`src/rtl/program_loader_pkg.sv`:
```
// Shared definitions for the byte-stream program loader: architecture widths,
// the frame start marker and the loader FSM state encoding.
package program_loader_pkg;

    localparam int ADDR_WIDTH = 8;
    localparam int DATA_WIDTH = 8;

    localparam logic [7:0] LOADER_SYNC = 8'hA5;

    typedef enum logic [2:0] {
        IDLE,
        LEN_LO,
        LEN_HI,
        DATA,
        CHECK,
        RELEASE,
        ERROR
    } loader_state_t;

endpackage

```
`src/rtl/program_loader.sv`:
```
// Byte-stream bootloader. Frames of the form SYNC, LEN_LO, LEN_HI, LEN data
// bytes are written to program RAM addresses 0..LEN-1 while the CPU is held
// in reset. The CPU is released once the frame is complete.
// Optional feature macro: LOADER_CHECKSUM_EN appends an 8-bit wrap-sum check
// byte after the data; a mismatch leaves the loader in ERROR with the CPU held.
module program_loader
    import program_loader_pkg::*;
#(
    parameter int         ADDR_W    = ADDR_WIDTH,
    parameter int         DATA_W    = DATA_WIDTH,
    parameter logic [7:0] SYNC_BYTE = LOADER_SYNC
) (
    input  logic              clk,
    input  logic              reset,
    input  logic [7:0]        rx_data_i,
    input  logic              rx_valid_i,
    output logic              rx_ready_o,
    output logic              ram_we_o,
    output logic [ADDR_W-1:0] ram_addr_o,
    output logic [DATA_W-1:0] ram_data_o,
    output logic              cpu_reset_o,
    output logic              busy_o,
    output logic              done_o,
    output logic              error_o
);

    if (DATA_W != 8) begin : g_bad_data_width
        $error("program_loader: DATA_W must be 8");
    end

    localparam logic [ADDR_W:0] ONE = {{ADDR_W{1'b0}}, 1'b1};

    loader_state_t     state_q;
    logic [7:0]        len_lo_q;
    logic [ADDR_W:0]   len_q;
    logic [ADDR_W:0]   idx_q;
    logic              ram_we_q;
    logic [ADDR_W-1:0] ram_addr_q;
    logic [DATA_W-1:0] ram_data_q;
    logic              cpu_reset_q;
    logic              busy_q;
    logic              done_q;
    logic              error_q;

    logic              accept;
    logic [15:0]       len_d;
    logic              len_too_big;
    logic              last_byte;

    assign accept      = rx_valid_i & rx_ready_o;
    assign len_d       = {rx_data_i, len_lo_q};
    // LEN may equal the full RAM size but never exceed it, so idx never wraps.
    assign len_too_big = 32'(len_d) > (32'd1 << ADDR_W);
    assign last_byte   = (idx_q == (len_q - ONE));

`ifdef LOADER_CHECKSUM_EN
    logic [7:0] sum_q;
    logic [7:0] sum_d;
    assign sum_d = sum_q + rx_data_i;
`endif

    // The only cycle a byte cannot be taken is the one-cycle hand-off to the CPU.
    assign rx_ready_o  = (state_q != RELEASE);
    assign ram_we_o    = ram_we_q;
    assign ram_addr_o  = ram_addr_q;
    assign ram_data_o  = ram_data_q;
    assign cpu_reset_o = cpu_reset_q;
    assign busy_o      = busy_q;
    assign done_o      = done_q;
    assign error_o     = error_q;

    // Frame FSM with registered outputs; write strobe and done are single-cycle pulses.
    always_ff @(posedge clk) begin
        if (reset) begin
            state_q     <= IDLE;
            len_lo_q    <= '0;
            len_q       <= '0;
            idx_q       <= '0;
            ram_we_q    <= 1'b0;
            ram_addr_q  <= '0;
            ram_data_q  <= '0;
            cpu_reset_q <= 1'b0;
            busy_q      <= 1'b0;
            done_q      <= 1'b0;
            error_q     <= 1'b0;
`ifdef LOADER_CHECKSUM_EN
            sum_q       <= '0;
`endif
        end else begin
            ram_we_q <= 1'b0;
            done_q   <= 1'b0;
            case (state_q)
                IDLE, ERROR: begin
                    // Anything but the sync marker is line noise between frames.
                    if (accept && rx_data_i == SYNC_BYTE) begin
                        state_q     <= LEN_LO;
                        error_q     <= 1'b0;
                        busy_q      <= 1'b1;
                        cpu_reset_q <= 1'b1;
                        idx_q       <= '0;
`ifdef LOADER_CHECKSUM_EN
                        sum_q       <= '0;
`endif
                    end
                end
                LEN_LO: begin
                    if (accept) begin
                        len_lo_q <= rx_data_i;
                        state_q  <= LEN_HI;
                    end
                end
                LEN_HI: begin
                    if (accept) begin
                        if (len_too_big) begin
                            state_q <= ERROR;
                            error_q <= 1'b1;
                            busy_q  <= 1'b0;
                        end else begin
                            len_q <= len_d[ADDR_W:0];
                            if (len_d == 16'd0) begin
`ifdef LOADER_CHECKSUM_EN
                                state_q <= CHECK;
`else
                                state_q <= RELEASE;
                                busy_q  <= 1'b0;
                                done_q  <= 1'b1;
`endif
                            end else begin
                                state_q <= DATA;
                            end
                        end
                    end
                end
                DATA: begin
                    if (accept) begin
                        ram_we_q   <= 1'b1;
                        ram_addr_q <= idx_q[ADDR_W-1:0];
                        ram_data_q <= DATA_W'(rx_data_i);
                        idx_q      <= idx_q + ONE;
`ifdef LOADER_CHECKSUM_EN
                        sum_q      <= sum_d;
`endif
                        if (last_byte) begin
`ifdef LOADER_CHECKSUM_EN
                            state_q <= CHECK;
`else
                            state_q <= RELEASE;
                            busy_q  <= 1'b0;
                            done_q  <= 1'b1;
`endif
                        end
                    end
                end
                CHECK: begin
`ifdef LOADER_CHECKSUM_EN
                    if (accept) begin
                        busy_q <= 1'b0;
                        if (rx_data_i == sum_q) begin
                            state_q <= RELEASE;
                            done_q  <= 1'b1;
                        end else begin
                            state_q <= ERROR;
                            error_q <= 1'b1;
                        end
                    end
`else
                    state_q <= IDLE;
`endif
                end
                RELEASE: begin
                    // CPU leaves reset one cycle after done so it sees a complete image.
                    state_q     <= IDLE;
                    cpu_reset_q <= 1'b0;
                end
                default: begin
                    state_q <= IDLE;
                end
            endcase
        end
    end

endmodule

```
`config.mk`:
```
export PLATFORM = sky130hd
export DESIGN_NAME = program_loader
export DESIGN_NICKNAME = d
export VERILOG_FILES = /design/src/rtl/program_loader_pkg.sv /design/src/rtl/program_loader.sv
export SDC_FILE = /design/constraint.sdc
export NUM_CORES = 1
export LEC_CHECK = 0
export CAP_MARGIN = 30
export CORE_MARGIN = 2
export CORE_UTILIZATION = 40
export DETAILED_ROUTE_END_ITERATION = 6
export REMOVE_ABC_BUFFERS = 1
export SLEW_MARGIN = 25
export SYNTH_ARGS = -nofsm -noshare
export SYNTH_HDL_FRONTEND = slang
export SYNTH_SLANG_ARGS = --single-unit
```
`constraint.sdc`:
```
create_clock -name clk -period 2.59 [get_ports clk]
set_input_delay 0.777 -clock clk [delete_from_list [all_inputs] [get_ports clk]]
set_output_delay 0.777 -clock clk [all_outputs]
set_load 0.005 [all_outputs]
```
==> results of run 1 <==
==> worst max-delay path: cells and delay by family (launching register included) <==
kind            cells  cell delay (ns)
fa+ha+maj           1             0.22
buf+inv             1             0.10
compound gates      3             0.76
flops               1             0.39
simple gates        3             0.93
==> power by group <==
| part | internal, W | leakage (nW) | switching [W] | total, W |
|---|---|---|---|---|
| clock network | 0.000290 | 0.0585 | 0.000273 | 0.000563 |
| logic | 0.000170 | 0.685 | 0.000158 | 0.000328 |
| registers | 0.000800 | 0.403 | 0.0000499 | 0.000850 |
==> metal layers <==
| layer | GRT usage | up-vias | wire (um) | part of all wire |
|---|---|---|---|---|
| li1 | - | 1106 | - | - |
| met5 | 0 | - | 0 | 0 |
| met1 | 0.2725 | 982 | 2952 | 0.50 |
| met4 | 0.04000 | 0 | 63 | 0.011 |
| met2 | 0.2935 | 30 | 2699 | 0.46 |
| met3 | 0.03297 | 6 | 169 | 0.029 |
==> sequential cells by signal, summed over array words and instances, names as in the netlist, 3 cells and up <==
| name | count |
|---|---|
| idx_q | 9 |
| len_lo_q | 8 |
| ram_data_o | 8 |
| len_q | 9 |
| ram_addr_o | 8 |
| state_q | 3 |
==> cell families (layout without fill, tap and decap cells) <==
family,Yosys count,after routing,synth area share
multiplexers,17,17,0.07007
XOR/XNOR,19,19,0.06852
AND/OR/NAND/NOR,128,128,0.2648
AO/OA/AOI/OAI,50,50,0.1355
adder cells (fa/ha/maj),2,2,0.01030
flip-flops,50,50,0.4122
buffers and inverters,22,77,0.03864
==> timing repair <==
action	in CTS	in global routing
pin swaps	5	4
setup buffers	2	1
hold buffers	0	0
endpoints found under the setup margin	21	15
cloned	1	0
resized for setup	14	8
==> cell usage in the layout, fill, tap and decap left out, types with 3 or more instances in the layout <==
master / instances
o21ai_0: 5
nor3_1: 6
or4_4: 3
clkbuf_8: 5
nor2_1: 38
dfxtp_1: 49
nand3_1: 3
xnor2_1: 17
nor4_1: 4
nand4b_1: 3
inv_1: 6
nand2_1: 45
nor2b_1: 5
nand2b_1: 3
a21oi_1: 23
buf_4: 29
mux2i_1: 17
clkdlybuf4s50_1: 28
==> through the flow <==
stage / hold WS, ns / total power (W) / instances
2_1_floorplan: 0.4375 / 0.001031 / 272
3_3_place_gp: 0.4280 / 0.001171 / 406
3_5_place_dp: 0.4324 / 0.001174 / 406
4_1_cts: 0.4476 / 0.001751 / 417
5_1_grt: 0.4817 / 0.001829 / 418
6_report: 0.4479 / 0.001740 / 418
==> how the worst max path moves through the flow <==
stage / start / to / slack, ns / cells after the start
2_1_floorplan: rx_data_i[1] / len_q[0] / -0.20 / 6
5_1_grt: len_q[0] / state_q[1] / -0.05 / 8
6_report: len_q[0] / state_q[1] / 0.09 / 8
4_1_cts: rx_data_i[1] / len_q[2] / 0.02 / 8
3_3_place_gp: rx_data_i[1] / idx_q[5] / -0.47 / 9
3_5_place_dp: rx_data_i[1] / busy_o / -0.49 / 8
==> layout make-up <==
cell class                 count  share of cell area
multi-input combinational    216              0.4354
sequential                    50              0.3176
timing repair buffer          63              0.1745
tap                           75             0.02974
clock buffer                   5             0.02181
clock inverter                 3             0.01388
inverter                       6            0.007137
==> results.txt, run 1 <==
The flow ran to the end, and the final reports show no timing, DRC or antenna violations. The later-pin clock latency in the skew report is 0.31 ns. The data arrival time of the worst path is 2.71 ns.

The number of maximum-capacitance constraint violations came out at 0. Yosys mapped a number of flops with a built-in enable equal to 0. The fmax came out at 400.0 MHz. The H-tree depth is 2. For this block, the initial DRC count from the detailed router was 151. The number of global-route vias before repair is 2023.

The summed area of non-filler cells in the final layout is 3156 sq um. The leading area contributor after synthesis is dfxtp_1. Of all nets on the critical path, the largest fanout is 6.

The die covers 6711 sq um. The buffer cell driving the clock tree root is clkbuf_8. Summing all multi-input logic gate instances after layout gives 1374 sq um.

The delay of the slowest critical-path stage is 0.41 ns. The count of state elements after synthesis is 50. The terminating pin of the worst hold path is cpu_reset_o. In the post-synthesis netlist, the biggest area contributors are dfxtp_1 (41%), mux2i_1 (7.0%), nand2_1 (7.0%). The remaining antenna violation count after routing is 0.

The depth of the worst register-to-register path is 8. The maximum number of pins on one net before global-route repair is 28. The count of unresolved DRC violations after routing is 0.

The synthesized area per cell is 8.433 sq um. The number of vias per cell is 5.081. For this run, the share of the core covered by cells in the final layout is 0.5361. The first global-routing pass estimated 9.915 mm of wire. The critical path goes through inv_1, ha_2, nor3b_4, nor2b_2, a32oi_1, o311a_2, or3_4, a32o_1. The area of the mapped netlist came out at 2429 sq um.

TritonCTS built the clock tree. The static leakage is 1.147 nW. The number of cells traversed by the worst hold path is 2.

The number of antenna diodes in the final layout is 0. The die is 81.92 um tall. The final setup skew came out at 0.01197 ns. The least setup slack across all paths after layout came out at 0.08997 ns. In the final design database the tool counted 355 nets. The worst setup path is launched from a flip-flop. Data on the critical path is required at its endpoint by 2.80 ns. The setup path with the least slack is of type reg2reg. Dividing the final minimum period by the clock period gives 0.9653. The number of cell rows came out at 28. The most common cell in the synthesized netlist is dfxtp_1.

Setup repair after global routing could not meet its margin everywhere. The top-level port count came out at 33. The number of fillers in the final layout came out at 576. The storage element area came out at 1002 sq um. The total count of max-transition violations in the final report came out at 0. The final hold violation count was 0. The number of iterations in the first detailed-routing pass came out at 4. STA classifies the critical path endpoint as a flip-flop. Setup violations remaining at the end of the flow were counted as 0. The largest voltage drop on the vdd net is 325.1 uV. The longest clock path from root to sink contains 2 buffers. The setup check on the worst reg-to-reg path leaves a slack of 0.09 ns. The final layout contains routed wiring with a total length of 5.884 mm. In the final routed layout, each cell accounts on average for 14.08 um. The total negative slack for setup checks came out at 0 ns. The total congestion overflow after global routing is 0. In this run the tightest slew margin relative to its limit is 0.6229. The total number of clock tree sinks is 50.

In this run the most critical hold path is launched from cpu_reset_o. The share of the Yosys chip area taken by registers is 0.4122. The clock period could shrink to 2.500 ns. The final HPWL from detailed placement came out at 4.136 mm. The power density over cell area is 551.5 nW/um^2. Of the cells placed in the final design, the portion with a size suffix greater than 1 is 0.1662. The fraction of post-synthesis cell area in the top cell type by area is 0.4122.

Counting distinct cell types in the post-synthesis netlist gives 48. The cell area reported after detailed placement came out at 2974 sq um. The number of input and output port buffers inserted came out at 32. For this design, the slowest cell found on the critical path is or3_4. In this run the critical register-to-register path is launched from len_q[0].

OpenSTA, run right after detailed placement, puts the worst setup slack at -0.4893 ns. The routability-driven placement congestion ratio is 0.8499. The number of buffers added by the clock tree synthesis step came out at 5.

The growth of design area from synthesis to finish is 29.93%. Counting flops with an async set or reset pin after synthesis yields a share of 0. After synthesis, the most frequently instantiated cells are dfxtp_1 (50), nand2_1 (45), nor2_1 (39). For this configuration, the core starts out at a cell density of 0.4126. The clock edge transition at the registers on the reported setup and hold paths came out at 0.10 ns. The detailed router placed 2124 vias in this run. The number of warnings reported in the yosys synthesis log came out at 0. For the pin with the worst max-slew slack, the measured transition is 0.5605 ns. The number of antenna violations at the first check in global routing is 0. The reg-to-reg endpoint is state_q[1]. The total track usage is 0.1887. The min-delay analysis places its worst path in the category reg2reg. From left edge to right edge, the die measures 81.92 um. The total area inside the core boundary comes to 5886 sq um. The cell count after synthesis came out at 288. In the synthesized netlist the dominant register cell turns out to be dfxtp_1.
Power figures use the tool's default switching activity.
==> run 2: changes to the inputs <==
Settings changed: CORE_MARGIN 2 to unset.
==> run 2 against run 1 <==
  * The run now ends with design-rule violations left
  * Fmax up 0.38%
  * Sequential cell count unchanged
  * Via count up 1.8%
  * Sequential power about the same
  * Hold slack better by 0.0013 ns
  * Cell count down 0.72%
  * Largest power group unchanged
==> results.txt, run 2 (synthesis gave the netlist of run 1 again) <==
The total negative slack for setup checks came out at 0 ns (unchanged). The time the worst path needs with I/O delays and setup is 2.490 ns (-0.009565 ns). The kind of critical path is in2reg. The post-placement setup slack came to -0.4998 ns (-0.01045 ns).

The final setup skew is 0.01025 ns (-0.001727 ns). The growth of design area from synthesis to finish came out at 29.16%. The data arrival time of the worst path came out at 2.69 ns (-0.02 ns). The cell that appears most often on the critical path is or4_4.

The startpoint type of the worst setup path is an input pin. The delay of the slowest critical-path stage is 0.54 ns (+0.13 ns). The type of element capturing the critical path is a flip-flop. Setup repair after global routing could not meet its margin everywhere. The final antenna diode count is 0 (unchanged). The largest driver fanout on the critical path is 5 (-1). Grouping stages by cell kind, the critical path spends the most delay in simple AND/OR/NAND/NOR gates. The critical path required time is 2.79 ns (about the same).

The clock edge transition at the registers on the reported setup and hold paths came out at 0.09 ns (about the same). The overall routed net length came out at 5.839 mm (-0.76%). The number of vias per cell is 5.210 (+2.5%). The top cell types in the final layout, fill and taps aside, are dfxtp_1 (49), nand2_1 (45), nor2_1 (38), clkdlybuf4s50_1 (28), buf_4 (26). The standard cell with the maximum stage delay on the critical path is or4_4. The maximum number of pins on one net before global-route repair is 41 (+46%). The number of antenna violations at the first check in global routing is 0 (unchanged). The final HPWL from detailed placement is 4.051 mm (-2.1%).

The final standard cell count with taps included and fillers excluded is 415 (-0.72%). The remaining antenna violation count after routing was 0 (unchanged). The total instance count after detailed placement came to 404 (-0.49%). The count of unresolved DRC violations after routing came out at 2 (+2). The critical path goes through clkdlybuf4s15_1, or4_4, or4_4, nor2_4, nand4b_1, buf_6, mux2i_1, nor2_1. The wire length of the first global-routing pass is 9.501 mm (-4.2%). The largest registers in the layout are idx_q (9), len_q (9). The total count of max-transition violations in the final report was 0 (unchanged).

The total number of clock tree sinks is 50 (unchanged). The least setup slack across all paths after layout was 0.09954 ns (+0.009565 ns). The share of cells above drive strength 1 came out at 0.1441 (-0.02206). The height of the chip came out at 79.92 um (-2.4%). The top-level port count is 33 (unchanged). The violation count after the first detailed-routing iteration is 92 (-39%). The buffer cell driving the clock tree root is clkbuf_8.

The fmax is 401.5 MHz (+0.38%). The area of the die is 6387 sq um (-4.8%). The largest voltage drop on the vdd net is 340.0 uV (+4.6%).

The power after layout came out at 0.001738 W (-0.13%). The number of input and output port buffers inserted came to 32 (unchanged). The number of iterations in the first detailed-routing pass came out at 6 (+2). The number of cell rows was 28 (unchanged).

The average wire per cell in the routed design came out at 14.07 um (about the same). The final number of setup-violating endpoints came out at 0 (unchanged). The die width came out at 79.92 um (-2.4%). The worst relative slew slack came to 0.6069 (-0.01600).

The H-tree depth is 2 (unchanged). The number of buffers added by the clock tree synthesis step came out at 5 (unchanged). The number of global-route vias before repair is 1905 (-5.8%). The static leakage came to 1.136 nW (-0.93%).

The buffer and inverter count on the worst path is 2 (+1). The library cell used most frequently in the layout, excluding fill and tap cells, is dfxtp_1. The initial core utilization came out at 0.4126 (unchanged). The transition time of the tightest slew-check pin is 0.5842 ns (+0.02377 ns). The total track usage is 0.1899 (+0.001246). TritonCTS built the clock tree. The routability-driven placement congestion ratio is 0.8538 (+0.46%). In this run the worst hold path is classified as reg2reg. The final cycle utilization of the critical path came out at 0.9616 (-0.003693).

The placeable core region came out at 5886 sq um (unchanged). The total congestion overflow after global routing came out at 0 (unchanged). The number of maximum-capacitance constraint violations came out at 0 (unchanged). The buffer depth of the longest clock path came out at 2 (unchanged).

The flow ran to the end, but the final reports show violations. The final hold violation count is 0 (unchanged). The power density over cell area is 554.0 nW/um^2 (+0.47%). The final net count came out at 352 (-0.85%). The later-pin clock latency in the skew report is 0.31 ns (about the same). The final reports fail on design-rule violations. The vias after detailed routing is 2162 (+1.8%).
[run 2: worst paths after layout]
kind | startpoint | cells after the start | slack, ns | end
setup / recovery | rx_data_i[1] | 8 | 0.1 | len_q[8]
hold reg to reg | cpu_reset_o | 2 | 0.45 | cpu_reset_o
setup reg to reg | len_q[0] | 8 | 0.1 | state_q[1]
hold / removal | cpu_reset_o | 2 | 0.45 | cpu_reset_o
[run 2: where the power goes]
group	switching, W	total [W]	internal [W]
sequential	0.0000473	0.000847	0.000800
clock	0.000272	0.000562	0.000290
combinational	0.000159	0.000329	0.000171
[run 2: layout make-up]
cell class                 instances  area (sq um)
clock buffer                       5         68.82
tap                               75         93.84
fill                             578          2749
sequential                        50          1002
multi-input combinational        216          1361
clock inverter                     3         43.79
timing repair buffer              60         544.3
inverter                           6         22.52
[run 2: repair_timing]
action                                  in CTS  in global routing
pin swaps                                    4                  2
buffers inserted                             1                  1
gates cloned                                 1                  0
resized for setup                            9                  5
hold buffers                                 0                  0
endpoints found under the setup margin      21                 15
[run 2: routing by layer]
| layer | part of all wire | vias up | global-route usage |
|---|---|---|---|
| li1 | - | 1102 | - |
| met1 | 0.50 | 1028 | 0.2650 |
| met2 | 0.47 | 26 | 0.3043 |
| met3 | 0.024 | 6 | 0.03086 |
| met4 | 0.0082 | 0 | 0.04464 |
| met5 | 0 | - | 0 |
[run 2: through the flow]
stage               cell area, sq um  utilization  hold slack, ns
finish                          3137       0.5330          0.4491
CTS                             3120       0.5302          0.4558
floorplan                       2357            -          0.4375
global route                    3137       0.5330          0.4769
global placement                2972       0.5049          0.4286
detailed placement              2972       0.5049          0.4419
[run 2: worst min-delay path, cell delays in order, from the launching register on]
cell	delay, ns
dfxtp_1	0.32
inv_1	0.05
a21oi_1	0.05
==> run 3: changes to the inputs <==
Settings changed: ABC_AREA set to 1, HOLD_SLACK_MARGIN set to 0.05.
==> run 3 against run 2 <==
  * The run now ends clean
  * Count of clock-buffer cells in the layout grew 1
  * Sequential power grew 3.8%
  * Combinational power grew 72%
  * Register-to-register slack gained 0.46 ns
  * Non-clock buffer count shrank 21
  * Critical path depth grew 3
  * Cell count grew 15%
  * Die area grew 4.1%
  * Critical endpoint is now idx_q[0]
==> results.txt, run 3 <==
The number of buffers added by the clock tree synthesis step came to 5 (unchanged). The height of the chip came out at 81.53 um (+2.0%). Traced cell by cell, the critical path runs through clkdlybuf4s50_1, inv_1, nor2_1, nand3_1, nor2_2, nand4_2, or2_4, nand2_4, inv_2, o21ai_0, a21oi_1.

In the synthesized netlist, the cells that appear most often are nor2_1 (72), nand2_1 (67), dfxtp_1 (50). The post-placement setup slack is 0.03464 ns (+0.5344 ns). The worst relative slew slack is 0.6570 (+0.05004). The time the worst path needs with I/O delays and setup is 2.233 ns (-0.2578 ns). The H-tree depth came out at 2 (unchanged). The total negative slack for setup checks came out at 0 ns (unchanged). The final net count is 413 (+17%). The area of the mapped netlist is 2530 sq um (+4.2%). The number of cell rows is 28 (unchanged).

The initial core utilization was 0.4199 (+0.007223). The average wire per cell in the routed design was 12.23 um (-13%). For hold timing, the worst endpoint is error_o. The share of cells above drive strength 1 is 0.08978 (-0.05434). dfxtp_1 takes more of the synthesized area than any other cell. The critical path in this run is classified as in2reg. The final core area utilization came out at 0.5071 (-0.02589).

The final number of setup-violating endpoints came out at 0 (unchanged). The data arrival time of the worst path came out at 2.42 ns (-0.27 ns). The wire length of the first global-routing pass came to 9.887 mm (+4.1%). The most common cell after layout, fill and taps aside is nor2_1. The number of vias per cell is 4.878 (-6.4%). The number of maximum-capacitance constraint violations is 0 (unchanged).

The top-level port count came out at 33 (unchanged). The later-pin clock latency in the skew report came out at 0.30 ns (about the same). The class of the tightest hold or removal check is reg2reg.

The final setup skew came out at 0.006932 ns (-0.003316 ns). The total count of max-transition violations in the final report came out at 0 (unchanged). The share of synthesized area occupied by flip-flops and latches is 0.3956 (-0.01651).

The reg-to-reg critical path startpoint is len_q[0]. The static leakage is 1.285 nW (+13%). The standard cell with the maximum stage delay on the critical path is clkdlybuf4s50_1. Setup repair after global routing left no endpoint under its margin. The tree is rooted in a clkbuf_8.

In the final layout, the registers with the most flip-flops are idx_q (9), len_q (9). The startpoint identified for the worst hold timing path is error_o. The count of state elements after synthesis is 50 (unchanged). The placeable core region was 6026 sq um (+2.4%). The routability-driven placement congestion ratio came out at 0.9401 (+10%). The synthesized area per cell came out at 6.894 sq um (-18%). The area of the die is 6647 sq um (+4.1%). The count of hold buffers inserted by post-cts repair is 0 (unchanged). From synthesis to final layout, the design area changed by 20.77%.

The maximum number of pins on one net before global-route repair came out at 23 (-44%). The delay of the slowest critical-path stage came out at 0.47 ns (-0.07 ns). The number of global-route vias before repair is 2148 (+13%). Yosys attributes the largest share of cell area to dfxtp_1 (40%), nor2_1 (11%), nand2_1 (9.9%). The number of enable flip-flop cells after synthesis came out at 0 (unchanged). The async set or reset register ratio after synthesis is 0 (unchanged). The number of warnings reported in the yosys synthesis log is 0 (unchanged).

The worst setup path is launched from an input pin. In the synthesized netlist the dominant register cell turns out to be dfxtp_1. The setup slack of the worst register-to-register path is 0.56 ns (+0.46 ns).

The final cycle utilization of the critical path is 0.8620 (-0.09956). The total congestion overflow after global routing came out at 0 (unchanged). The remaining antenna violation count after routing is 0 (unchanged).

The fraction of post-synthesis cell area in the top cell type by area came out at 0.3956 (-0.01651). The depth of the worst register-to-register path is 14 (+6). The final HPWL from detailed placement was 4.256 mm (+5.1%). In the layout the commonest cells are nor2_1 (72), nand2_1 (67), dfxtp_1 (50), inv_1 (33), clkdlybuf4s50_1 (32). In the post-synthesis netlist, the cell with the most instances is nor2_1.

The buffer and inverter count on the worst path came out at 3 (+1). The final hold violation count came out at 0 (unchanged). Grouping stages by cell kind, the critical path spends the most delay in simple AND/OR/NAND/NOR gates.

The number of cells traversed by the worst hold path came to 2 (unchanged). The number of cells upsized or downsized after cts is 0 (-9). The overall routed net length is 5.823 mm (-0.27%). The number of antenna violations at the first check in global routing was 0 (unchanged). The worst register-to-register path ends at state_q[1]. The number of input and output port buffers inserted came out at 32 (unchanged). The count of unresolved DRC violations after routing is 0 (-2). The violation count after the first detailed-routing iteration came to 113 (+23%). The final antenna diode count was 0 (unchanged). TritonCTS built the clock tree. The total track usage came out at 0.1942 (+0.004291). The flow ran to the end, and the final reports show no timing, DRC or antenna violations.

The largest voltage drop on the vdd net is 452.9 uV (+33%). The least setup slack across all paths after layout came out at 0.3574 ns (+0.2578 ns). The largest driver fanout on the critical path came out at 8 (+3).

The number of iterations in the first detailed-routing pass is 4 (-2). The total number of clock tree sinks came out at 50 (unchanged). The transition time of the tightest slew-check pin was 0.5092 ns (-0.07505 ns). The critical path required time is 2.78 ns (about the same). The fmax is 447.9 MHz (+12%). STA classifies the critical path endpoint as a flip-flop. The cell count after synthesis was 367 (+27%). The number of buffers inserted to repair setup after CTS was 0 (-1). The number of library cell types mapped by synthesis came out at 31 (-35%). The power density over cell area is 652.6 nW/um^2 (+18%). The buffer depth of the longest clock path came out at 2 (unchanged).

The vias after detailed routing came out at 2322 (+7.4%). The clock edge transition at the registers on the reported setup and hold paths came out at 0.09 ns (about the same). The die width came out at 81.53 um (+2.0%).
==> run 3: cell count changes in the layout (fill, tap and decap cells not counted), sizes merged, moves of 7 or more <==
| cell | delta |
|---|---|
| mux2i | -17 |
| nand4 | +7 |
| xnor2 | -11 |
| inv | +31 |
| nand2 | +28 |
| buf | -21 |
| nand3 | +15 |
| o21ai | +22 |
| nor2 | +39 |
==> run 3: area by class of cell <==
cell class / instances / area, sq um
multi-input cells: 266 / 1323
clock inverters: 2 / 37.54
inverters: 38 / 142.6
repair buffers: 39 / 385.4
flip-flops and latches: 50 / 1001
well taps: 75 / 93.84
clock buffers: 6 / 72.57
fillers: 620 / 2970
==> run 3: power breakdown <==
group          total [W]  switching, W  internal, W
Clock           0.000549      0.000260     0.000289
Combinational   0.000566      0.000346     0.000221
Sequential      0.000879     0.0000432     0.000836
Total            0.00199      0.000649      0.00134
==> run 3: layer usage <==
layer	vias up	share of wire	track usage
met4	0	0.0072	0.05179
met1	1029	0.49	0.2505
met2	42	0.46	0.3342
met5	-	0	0
met3	5	0.037	0.03000
li1	1246	-	-
==> run 3: metrics by stage <==
stage	total power, W	cell area (sq um)	instances	hold WS, ns
2_1_floorplan	0.001276	2466	354	0.4458
5_1_grt	0.002133	3055	476	0.4875
3_3_place_gp	0.001453	2945	468	0.4522
6_report	0.001994	3055	476	0.4615
3_5_place_dp	0.001457	2945	468	0.4571
4_1_cts	0.002015	3055	476	0.4713
==> run 3: how the worst max path moves through the flow <==
stage | start | endpoint | slack, ns | depth (start not counted)
global route | rx_data_i[4] | state_q[2] | 0.18 | 9
floorplan | rx_valid_i | idx_q[0] | 0.61 | 7
global placement | rx_data_i[0] | idx_q[0] | 0.09 | 11
detailed placement | rx_data_i[0] | idx_q[0] | 0.03 | 11
CTS | rx_data_i[0] | idx_q[0] | 0.37 | 11
finish | rx_data_i[0] | idx_q[0] | 0.36 | 11
==> run 3: kinds of logic after synthesis <==
logic type	share of synthesized area
flip-flops	0.3956
AND/OR/NAND/NOR	0.3412
buffers and inverters	0.08160
AO/OA/AOI/OAI	0.1266
XOR/XNOR	0.04501
adder cells (fa/ha/maj)	0.009890
==> run 3: worst reg2reg max path: cells and delay by family, from the launching register on <==
family / cells / cell delay, ns
flops: 1 / 0.34
fa+ha+maj: 1 / 0.25
buf+inv: 2 / 0.18
simple gates: 11 / 1.21
